[config.mk]
export PLATFORM = sky130hd
export DESIGN_NAME = fb_scanout
export DESIGN_NICKNAME = d
export VERILOG_FILES = /design/src/rtl/fb_pkg.sv /design/src/rtl/fb_window_calc.sv /design/src/rtl/fb_scanout.sv
export SDC_FILE = /design/constraint.sdc
export NUM_CORES = 1
export LEC_CHECK = 0
export ABC_AREA = 1
export CELL_PAD_IN_SITES_DETAIL_PLACEMENT = 1
export CELL_PAD_IN_SITES_GLOBAL_PLACEMENT = 2
export CORE_ASPECT_RATIO = 0.7
export CORE_MARGIN = 3
export CORE_UTILIZATION = 32
export DETAILED_ROUTE_END_ITERATION = 16
export PLACE_DENSITY_LB_ADDON = 0.1
export SLEW_MARGIN = 20
export SYNTH_ARGS = -nofsm -noshare
export SYNTH_HDL_FRONTEND = slang
export SYNTH_SLANG_ARGS = --single-unit
[constraint.sdc]
create_clock -name clk -period 5.72 [get_ports clk]
set_input_delay 0.572 -clock clk [delete_from_list [all_inputs] [get_ports clk]]
set_output_delay 0.572 -clock clk [all_outputs]
set_load 0.02 [all_outputs]
[src/rtl/fb_pkg.sv]
// Shared definitions for the framebuffer read path: scaling-mode encodings,
// scan-out FSM states and the centred-window descriptor.
package fb_pkg;

    localparam int ADDR_W  = 19;
    localparam int PIX_W   = 8;
    localparam int COORD_W = 10;

    localparam logic [1:0] MODE_REP  = 2'b00;
    localparam logic [1:0] MODE_DEC  = 2'b01;
    localparam logic [1:0] MODE_ZOOM = 2'b10;
    localparam logic [1:0] MODE_NONE = 2'b11;

    typedef logic [1:0] fb_state_t;
    localparam fb_state_t ST_WAIT_LOW  = 2'd0;
    localparam fb_state_t ST_WAIT_DONE = 2'd1;
    localparam fb_state_t ST_SHOW      = 2'd2;

    typedef struct packed {
        logic [COORD_W-1:0] w;
        logic [COORD_W-1:0] h;
        logic [COORD_W-1:0] x_off;
        logic [COORD_W-1:0] y_off;
    } fb_win_t;

    function automatic logic [ADDR_W-1:0] zext_coord(input logic [COORD_W-1:0] c);
        return {{(ADDR_W-COORD_W){1'b0}}, c};
    endfunction

endpackage

[src/rtl/fb_window_calc.sv]
// Combinational window geometry: scaling mode in, centred image size and
// top-left offset out. Shared with the ROM-to-RAM copier.
module fb_window_calc
    import fb_pkg::*;
#(
    parameter int IMG_W    = 160,
    parameter int IMG_H    = 120,
    parameter int FATOR    = 2,
    parameter int SCREEN_W = 640,
    parameter int SCREEN_H = 480
) (
    input  logic [1:0] mode,
    output fb_win_t    win
);

    localparam logic [COORD_W-1:0] BIG_W   = COORD_W'(IMG_W * FATOR);
    localparam logic [COORD_W-1:0] BIG_H   = COORD_W'(IMG_H * FATOR);
    localparam logic [COORD_W-1:0] SMALL_W = COORD_W'(IMG_W / FATOR);
    localparam logic [COORD_W-1:0] SMALL_H = COORD_W'(IMG_H / FATOR);
    localparam logic [COORD_W-1:0] SCR_W   = COORD_W'(SCREEN_W);
    localparam logic [COORD_W-1:0] SCR_H   = COORD_W'(SCREEN_H);

    logic [COORD_W-1:0] w_sel;
    logic [COORD_W-1:0] h_sel;
    logic [COORD_W-1:0] x_span;
    logic [COORD_W-1:0] y_span;

    always_comb begin
        w_sel = '0;
        h_sel = '0;
        case (mode)
            MODE_REP, MODE_ZOOM: begin
                w_sel = BIG_W;
                h_sel = BIG_H;
            end
            MODE_DEC: begin
                w_sel = SMALL_W;
                h_sel = SMALL_H;
            end
            default: begin
                w_sel = '0;
                h_sel = '0;
            end
        endcase
    end

    assign x_span = SCR_W - w_sel;
    assign y_span = SCR_H - h_sel;

    assign win.w     = w_sel;
    assign win.h     = h_sel;
    assign win.x_off = {1'b0, x_span[COORD_W-1:1]};
    assign win.y_off = {1'b0, y_span[COORD_W-1:1]};

endmodule

[src/rtl/fb_scanout.sv]
// Framebuffer scan-out: maps driver coordinates to RAM read addresses and
// returns pixel colour, background outside the window or while the buffer is
// not ready. Define FB_SCANOUT_INCR_ADDR_EN to use a row-base accumulator
// instead of the y*W multiplier (same cycle-level behaviour for raster scans).
module fb_scanout
    import fb_pkg::*;
#(
    parameter int               IMG_W    = 160,
    parameter int               IMG_H    = 120,
    parameter int               FATOR    = 2,
    parameter int               SCREEN_W = 640,
    parameter int               SCREEN_H = 480,
    parameter int               RAM_LAT  = 1,
    parameter logic [PIX_W-1:0] BG_COLOR = 8'h00
) (
    input  logic               clk,
    input  logic               reset,
    input  logic [1:0]         seletor,
    input  logic               copy_done,
    input  logic [9:0]         next_x,
    input  logic [9:0]         next_y,
    output logic [ADDR_W-1:0]  rd_addr,
    input  logic [PIX_W-1:0]   rd_data,
    output logic [PIX_W-1:0]   color_out,
    output logic [1:0]         active_mode,
    output logic               showing,
    output logic               frame_start
);

    fb_win_t     win_sel;
    fb_win_t     win_reg;
    logic [1:0]  active_mode_reg;
    fb_state_t   state_reg;
    fb_state_t   state_next;
    logic        frame_start_reg;
    logic        frame_bound;

    fb_window_calc #(
        .IMG_W    (IMG_W),
        .IMG_H    (IMG_H),
        .FATOR    (FATOR),
        .SCREEN_W (SCREEN_W),
        .SCREEN_H (SCREEN_H)
    ) u_window_calc (
        .mode (seletor),
        .win  (win_sel)
    );

    assign frame_bound = (next_x == '0) && (next_y == '0);

    // A stale copy_done must be seen low once before the buffer is trusted.
    always_comb begin
        state_next = state_reg;
        case (state_reg)
            ST_WAIT_LOW:  if (!copy_done) state_next = ST_WAIT_DONE;
            ST_WAIT_DONE: if (frame_bound && copy_done) state_next = ST_SHOW;
            ST_SHOW:      if (frame_bound && (seletor != active_mode_reg)) state_next = ST_WAIT_LOW;
            default:      state_next = ST_WAIT_LOW;
        endcase
        if (active_mode_reg == MODE_NONE) state_next = ST_WAIT_LOW;
    end

    always_ff @(posedge clk) begin
        if (reset) begin
            state_reg       <= ST_WAIT_LOW;
            active_mode_reg <= MODE_NONE;
            win_reg         <= '0;
            frame_start_reg <= 1'b0;
        end else begin
            state_reg       <= state_next;
            frame_start_reg <= frame_bound;
            if (frame_bound) begin
                active_mode_reg <= seletor;
                win_reg         <= win_sel;
            end
        end
    end

    // Stage 1: window hit test and address generation.
    logic [COORD_W:0]   x_end;
    logic [COORD_W:0]   y_end;
    logic               in_win_now;
    logic [COORD_W-1:0] dx;
    logic [ADDR_W-1:0]  addr_calc;

    assign x_end      = {1'b0, win_reg.x_off} + {1'b0, win_reg.w};
    assign y_end      = {1'b0, win_reg.y_off} + {1'b0, win_reg.h};
    assign in_win_now = (next_x >= win_reg.x_off) && ({1'b0, next_x} < x_end) &&
                        (next_y >= win_reg.y_off) && ({1'b0, next_y} < y_end);
    assign dx         = next_x - win_reg.x_off;

`ifdef FB_SCANOUT_INCR_ADDR_EN
    logic [ADDR_W-1:0] row_base_reg;

    // Column 0 is never inside the window, so the row base is ready before use.
    always_ff @(posedge clk) begin
        if (reset) begin
            row_base_reg <= '0;
        end else if (next_x == '0) begin
            if (next_y == win_reg.y_off) begin
                row_base_reg <= '0;
            end else if ((next_y > win_reg.y_off) && ({1'b0, next_y} < y_end)) begin
                row_base_reg <= row_base_reg + zext_coord(win_reg.w);
            end
        end
    end

    assign addr_calc = row_base_reg + zext_coord(dx);
`else
    logic [COORD_W-1:0] dy;

    assign dy        = next_y - win_reg.y_off;
    assign addr_calc = zext_coord(dy) * zext_coord(win_reg.w) + zext_coord(dx);
`endif

    logic [ADDR_W-1:0] rd_addr_reg;
    logic              in_win_reg;
    logic              show_s1_reg;

    always_ff @(posedge clk) begin
        if (reset) begin
            rd_addr_reg <= '0;
            in_win_reg  <= 1'b0;
            show_s1_reg <= 1'b0;
        end else begin
            rd_addr_reg <= in_win_now ? addr_calc : '0;
            in_win_reg  <= in_win_now;
            show_s1_reg <= (state_reg == ST_SHOW);
        end
    end

    // Qualifiers travel alongside the RAM read.
    genvar gi;
    generate
        for (gi = 0; gi < RAM_LAT; gi++) begin : g_dly
            logic in_win_dly_reg;
            logic show_dly_reg;
            logic in_win_src;
            logic show_src;

            if (gi == 0) begin : g_src
                assign in_win_src = in_win_reg;
                assign show_src   = show_s1_reg;
            end else begin : g_src
                assign in_win_src = g_dly[gi-1].in_win_dly_reg;
                assign show_src   = g_dly[gi-1].show_dly_reg;
            end

            always_ff @(posedge clk) begin
                if (reset) begin
                    in_win_dly_reg <= 1'b0;
                    show_dly_reg   <= 1'b0;
                end else begin
                    in_win_dly_reg <= in_win_src;
                    show_dly_reg   <= show_src;
                end
            end
        end
    endgenerate

    logic             pix_ok;
    logic [PIX_W-1:0] color_reg;

    assign pix_ok = g_dly[RAM_LAT-1].in_win_dly_reg && g_dly[RAM_LAT-1].show_dly_reg;

    always_ff @(posedge clk) begin
        if (reset) begin
            color_reg <= BG_COLOR;
        end else begin
            color_reg <= pix_ok ? rd_data : BG_COLOR;
        end
    end

    assign rd_addr     = rd_addr_reg;
    assign color_out   = color_reg;
    assign active_mode = active_mode_reg;
    assign showing     = (state_reg == ST_SHOW);
    assign frame_start = frame_start_reg;

endmodule

==> results by group, run 1 <==
Timing
  • Hold_ws: just over 400 ps
  • Final-report max-slew violation count: 0
  • Minimum clock period: 5260 ps
  • Final setup TNS: 0 ps
  • Skew final: approximately 8.3 ps
  • Hold Vio Cnt, Final: 0
  • Setup violations, final: 0
  • Final Cycle Share: between 90% and 100%
  • Tightest Pin Transition: 780 ps
  • Achievable Freq: about 0.19 GHz
  • Slew Limit Headroom: between 40% and 50%
  • Unrepaired setup endpoints after global routing: no

Worst setup path
  • Largest fanout on the critical path: 6
  • CP max-delay cell: fa_1
  • Crit path cell chain: clkdlybuf4s50_1 -> ha_1 -> a21oi_1 -> o21ai_1 -> xnor2_1 -> nor2_1 -> ha_1 -> ha_1 -> inv_1 -> fa_1 -> fa_1 -> inv_1 -> ha_1 -> ha_1 -> a21oi_1 -> nand2_1 -> a21oi_1 -> xor2_1 -> nor2_2
  • WP data required: 5900 ps
  • R2R depth: 19
  • Critical path type: input port to flip-flop
  • RR Startpoint: win_reg[3]
  • Max incr delay on CP: around 550 ps
  • CP delay by family, top: adder cells
  • Critical path buffer and inverter count: 3
  • Most common cell on crit path: ha_1
  • RR Endpoint: rd_addr[14]
  • Critical path endpoint category: flip-flop
  • Critical Path Source Type: input port
  • R2R setup slack: a little under 800 ps
  • Crit path DAT: 5440 ps

CTS
  • Reg clk slew, reported paths: ~70 ps
  • CTS sink cnt: between 40 and 50
  • CTS tree: built
  • CTS buffer count: 5
  • Hold buffers post-CTS: 0
  • Setup bufs post-CTS: 0
  • Clk buf depth: 2
  • Post_cts resized: 0
  • Root buf cell: clkbuf_16
  • Skew-Pair Late Insertion Delay: ~300 ps
  • H-tree lvl count: 2

Floorplan
  • Rows: 34
  • Initial Util: about 34%
  • Core area: roughly 13000 sq um
  • Die width: between 100 and 150 um
  • Num ports: 64
  • Die ar.: 15000 sq um
  • Die height: 103 um

Yosys
  • Yosys cell types: 31
  • Synthesized netlist net count: 730
  • Mapped Area: 4340 sq um
  • Synth top area share: between 20% and 30%
  • Commonest cells post-synth: inv_1 (114), nand2_1 (109), ha_1 (91)
  • Ys flop type: dfxtp_1
  • Asr flop ratio synth: 0%
  • Dominant cells by area after synthesis: ha_1 (26%), dfxtp_1 (21%), inv_1 (9.9%)
  • Yosys warnings: 0
  • Syn avg cell area: around 7.3 sq um
  • Leading area contributor after synthesis: ha_1
  • Syn Inst Count: between 500 and 600
  • Post-synth EDFFs: 0
  • Top-count cell post-synth: inv_1
  • Sequential cell area fraction in the yosys report: 21.2%
  • Register bit total from synthesis: 46

Route
  • Vias per Instance: about 4.6
  • Number of remaining DRC errors: 0
  • Final WL: between 10000 and 15000 um
  • Final ANT Viol Nets: 0
  • Wire length per cell: around 14 um
  • Via count: roughly 3900
  • Starting DRC count in detailed routing: 117
  • Drt first pass iters: 4

Cells and area
  • Area Growth Syn to Fin: 23.3%
  • Layout Cell Area excl Fill: 5350 sq um
  • Nets: 799
  • Max reg flops: 19
  • Antenna fix cells: 0
  • Layout cells sized above 1: ~5.6%
  • Final Non-Filler Cells: about 850

Pwr
  • Seq pwr share: just over 40%
  • Switching power total: 0.212 mW
  • Static Leak: 2.81 nW
  • Clk pwr share: 44.5%
  • Power Density: ~150 nW/um^2
  • Switching share of power: 26.7%
  • Logic pwr share: between 10% and 20%
  • Internal power: between 0.5 and 0.6 mW
  • Peak VDD IR: ~0.096 mV

GRT
  • GRT Resource Usage Total: around 17%
  • Initial antenna violation count: 0
  • Total global routing overflow: 0
  • Vias in the first global route: 3961
  • Largest net degree at the start of global routing: 21
  • First-pass GRT wire length: approximately 20000 um

Place
  • HPWL after DPL: between 10000 and 15000 um
  • Area of placed instances: ~5200 sq um
  • GPL Wtd Cong: 0.815
  • IO Port Bufs: 63
  • Dpl cells: between 800 and 900

Hold path
  • Hold WC Path Type: flip-flop to flip-flop
  • WHS Endpoint: g_dly[0].in_win_dly_reg
  • Hold path depth: 2
  • Hold path startpoint: g_dly[0].in_win_src

Run
  • Max-Cap Viols: 0

Status
  • Run status: completed
-- power groups by stage --
stage	sequential, mW	combinational, mW	clock (mW)
2_1_floorplan	0.329	0.0662	0
3_3_place_gp	0.328	0.117	0
3_5_place_dp	0.329	0.119	0
4_1_cts	0.321	0.120	0.370
5_1_grt	0.321	0.135	0.383
6_report	0.321	0.119	0.352
-- stage by stage --
stage	utilization, %	setup slack [ps]	power (mW)
2_1_floorplan	-	1190	0.396
3_3_place_gp	40.3	203	0.445
3_5_place_dp	40.3	125	0.447
4_1_cts	41.6	442	0.811
5_1_grt	41.6	102	0.839
6_report	41.6	464	0.792
-- routing by layer --
metal / global-route usage [%] / routed length [um] / up-vias
li1: - / - / 2005
met1: 25.3 / 6770 / 1821
met2: 24.8 / 4780 / 56
met3: 3.14 / 455 / 7
met4: 3.72 / 97 / 0
met5: 0 / 0 / -
-- layout by cell type, fill, tap and decap left out, types with 2 or more instances in the layout --
cell and count:
nand3_1 23, nor2_1 79, buf_4 3, fa_1 11
a21oi_1 36, clkinv_2 2, clkbuf_16 5, nand2_1 109
inv_1 114, o211ai_1 2, nor2_2 16, or2_2 3
ha_1 91, o21ai_0 13, xor2_1 14, xnor2_1 11
clkdlybuf4s50_1 63, nand4_1 5, dfxtp_1 46, nand3_2 2
a21o_1 4
-- worst max-delay path by stage --
| stage | from | slack [ps] | endpoint | cells after the start |
|---|---|---|---|---|
| final | next_y[4] | 460 | rd_addr[14] | 19 |
| after global routing | next_y[4] | 100 | rd_addr[14] | 19 |
| after CTS | next_y[4] | 440 | rd_addr[14] | 19 |
| after detailed placement | next_y[4] | 130 | rd_addr[14] | 19 |
| after global placement | next_y[4] | 200 | rd_addr[14] | 19 |
| after floorplan | next_y[1] | 1190 | rd_addr[14] | 19 |
-- kinds of logic (layout without fill, tap and decap cells) --
kind of cell / Yosys count / after routing / synth area share, %
and+or+nand+nor: 243 / 243 / 24.3
buffers and inverters: 121 / 191 / 11.0
xor gates and xnor gates: 25 / 25 / 5.05
DFF: 46 / 46 / 21.2
AOI/OAI and AO/OA: 58 / 58 / 7.15
adders and majority gates: 102 / 102 / 31.3
-- layout make-up --
type	count	area, sq um
flip-flops and latches	46	921
inverters	117	440
clock buffers	5	125
fillers	1620	7500
multi-input cells	428	2940
repair buffers	66	653
well taps	180	225
clock inverters	3	43.8
-- worst reg2reg max path: cells and delay by family (launching register included) --
family	cells	cell delay [ps]
AO/OA/AOI/OAI	3	660
XOR/XNOR	2	440
adder cells (fa/ha/maj)	7	2660
buffers and inverters	3	220
flip-flops	1	430
AND/OR/NAND/NOR	4	420
Power figures use the tool's default switching activity.
==> inputs of run 2 (changes only) <==
--- a/config.mk
+++ b/config.mk
@@ -6,6 +6,7 @@
 export NUM_CORES = 1
 export LEC_CHECK = 0
 export ABC_AREA = 1
+export CAP_MARGIN = 20
 export CELL_PAD_IN_SITES_DETAIL_PLACEMENT = 1
 export CELL_PAD_IN_SITES_GLOBAL_PLACEMENT = 2
 export CORE_ASPECT_RATIO = 0.7
@@ -13,6 +14,7 @@
 export CORE_UTILIZATION = 32
 export DETAILED_ROUTE_END_ITERATION = 16
 export PLACE_DENSITY_LB_ADDON = 0.1
+export SKIP_CTS_REPAIR_TIMING = 1
 export SLEW_MARGIN = 20
 export SYNTH_ARGS = -nofsm -noshare
 export SYNTH_HDL_FRONTEND = slang
==> results of run 2 <==
Final layout, timing and power as in run 1 (identical DEF).
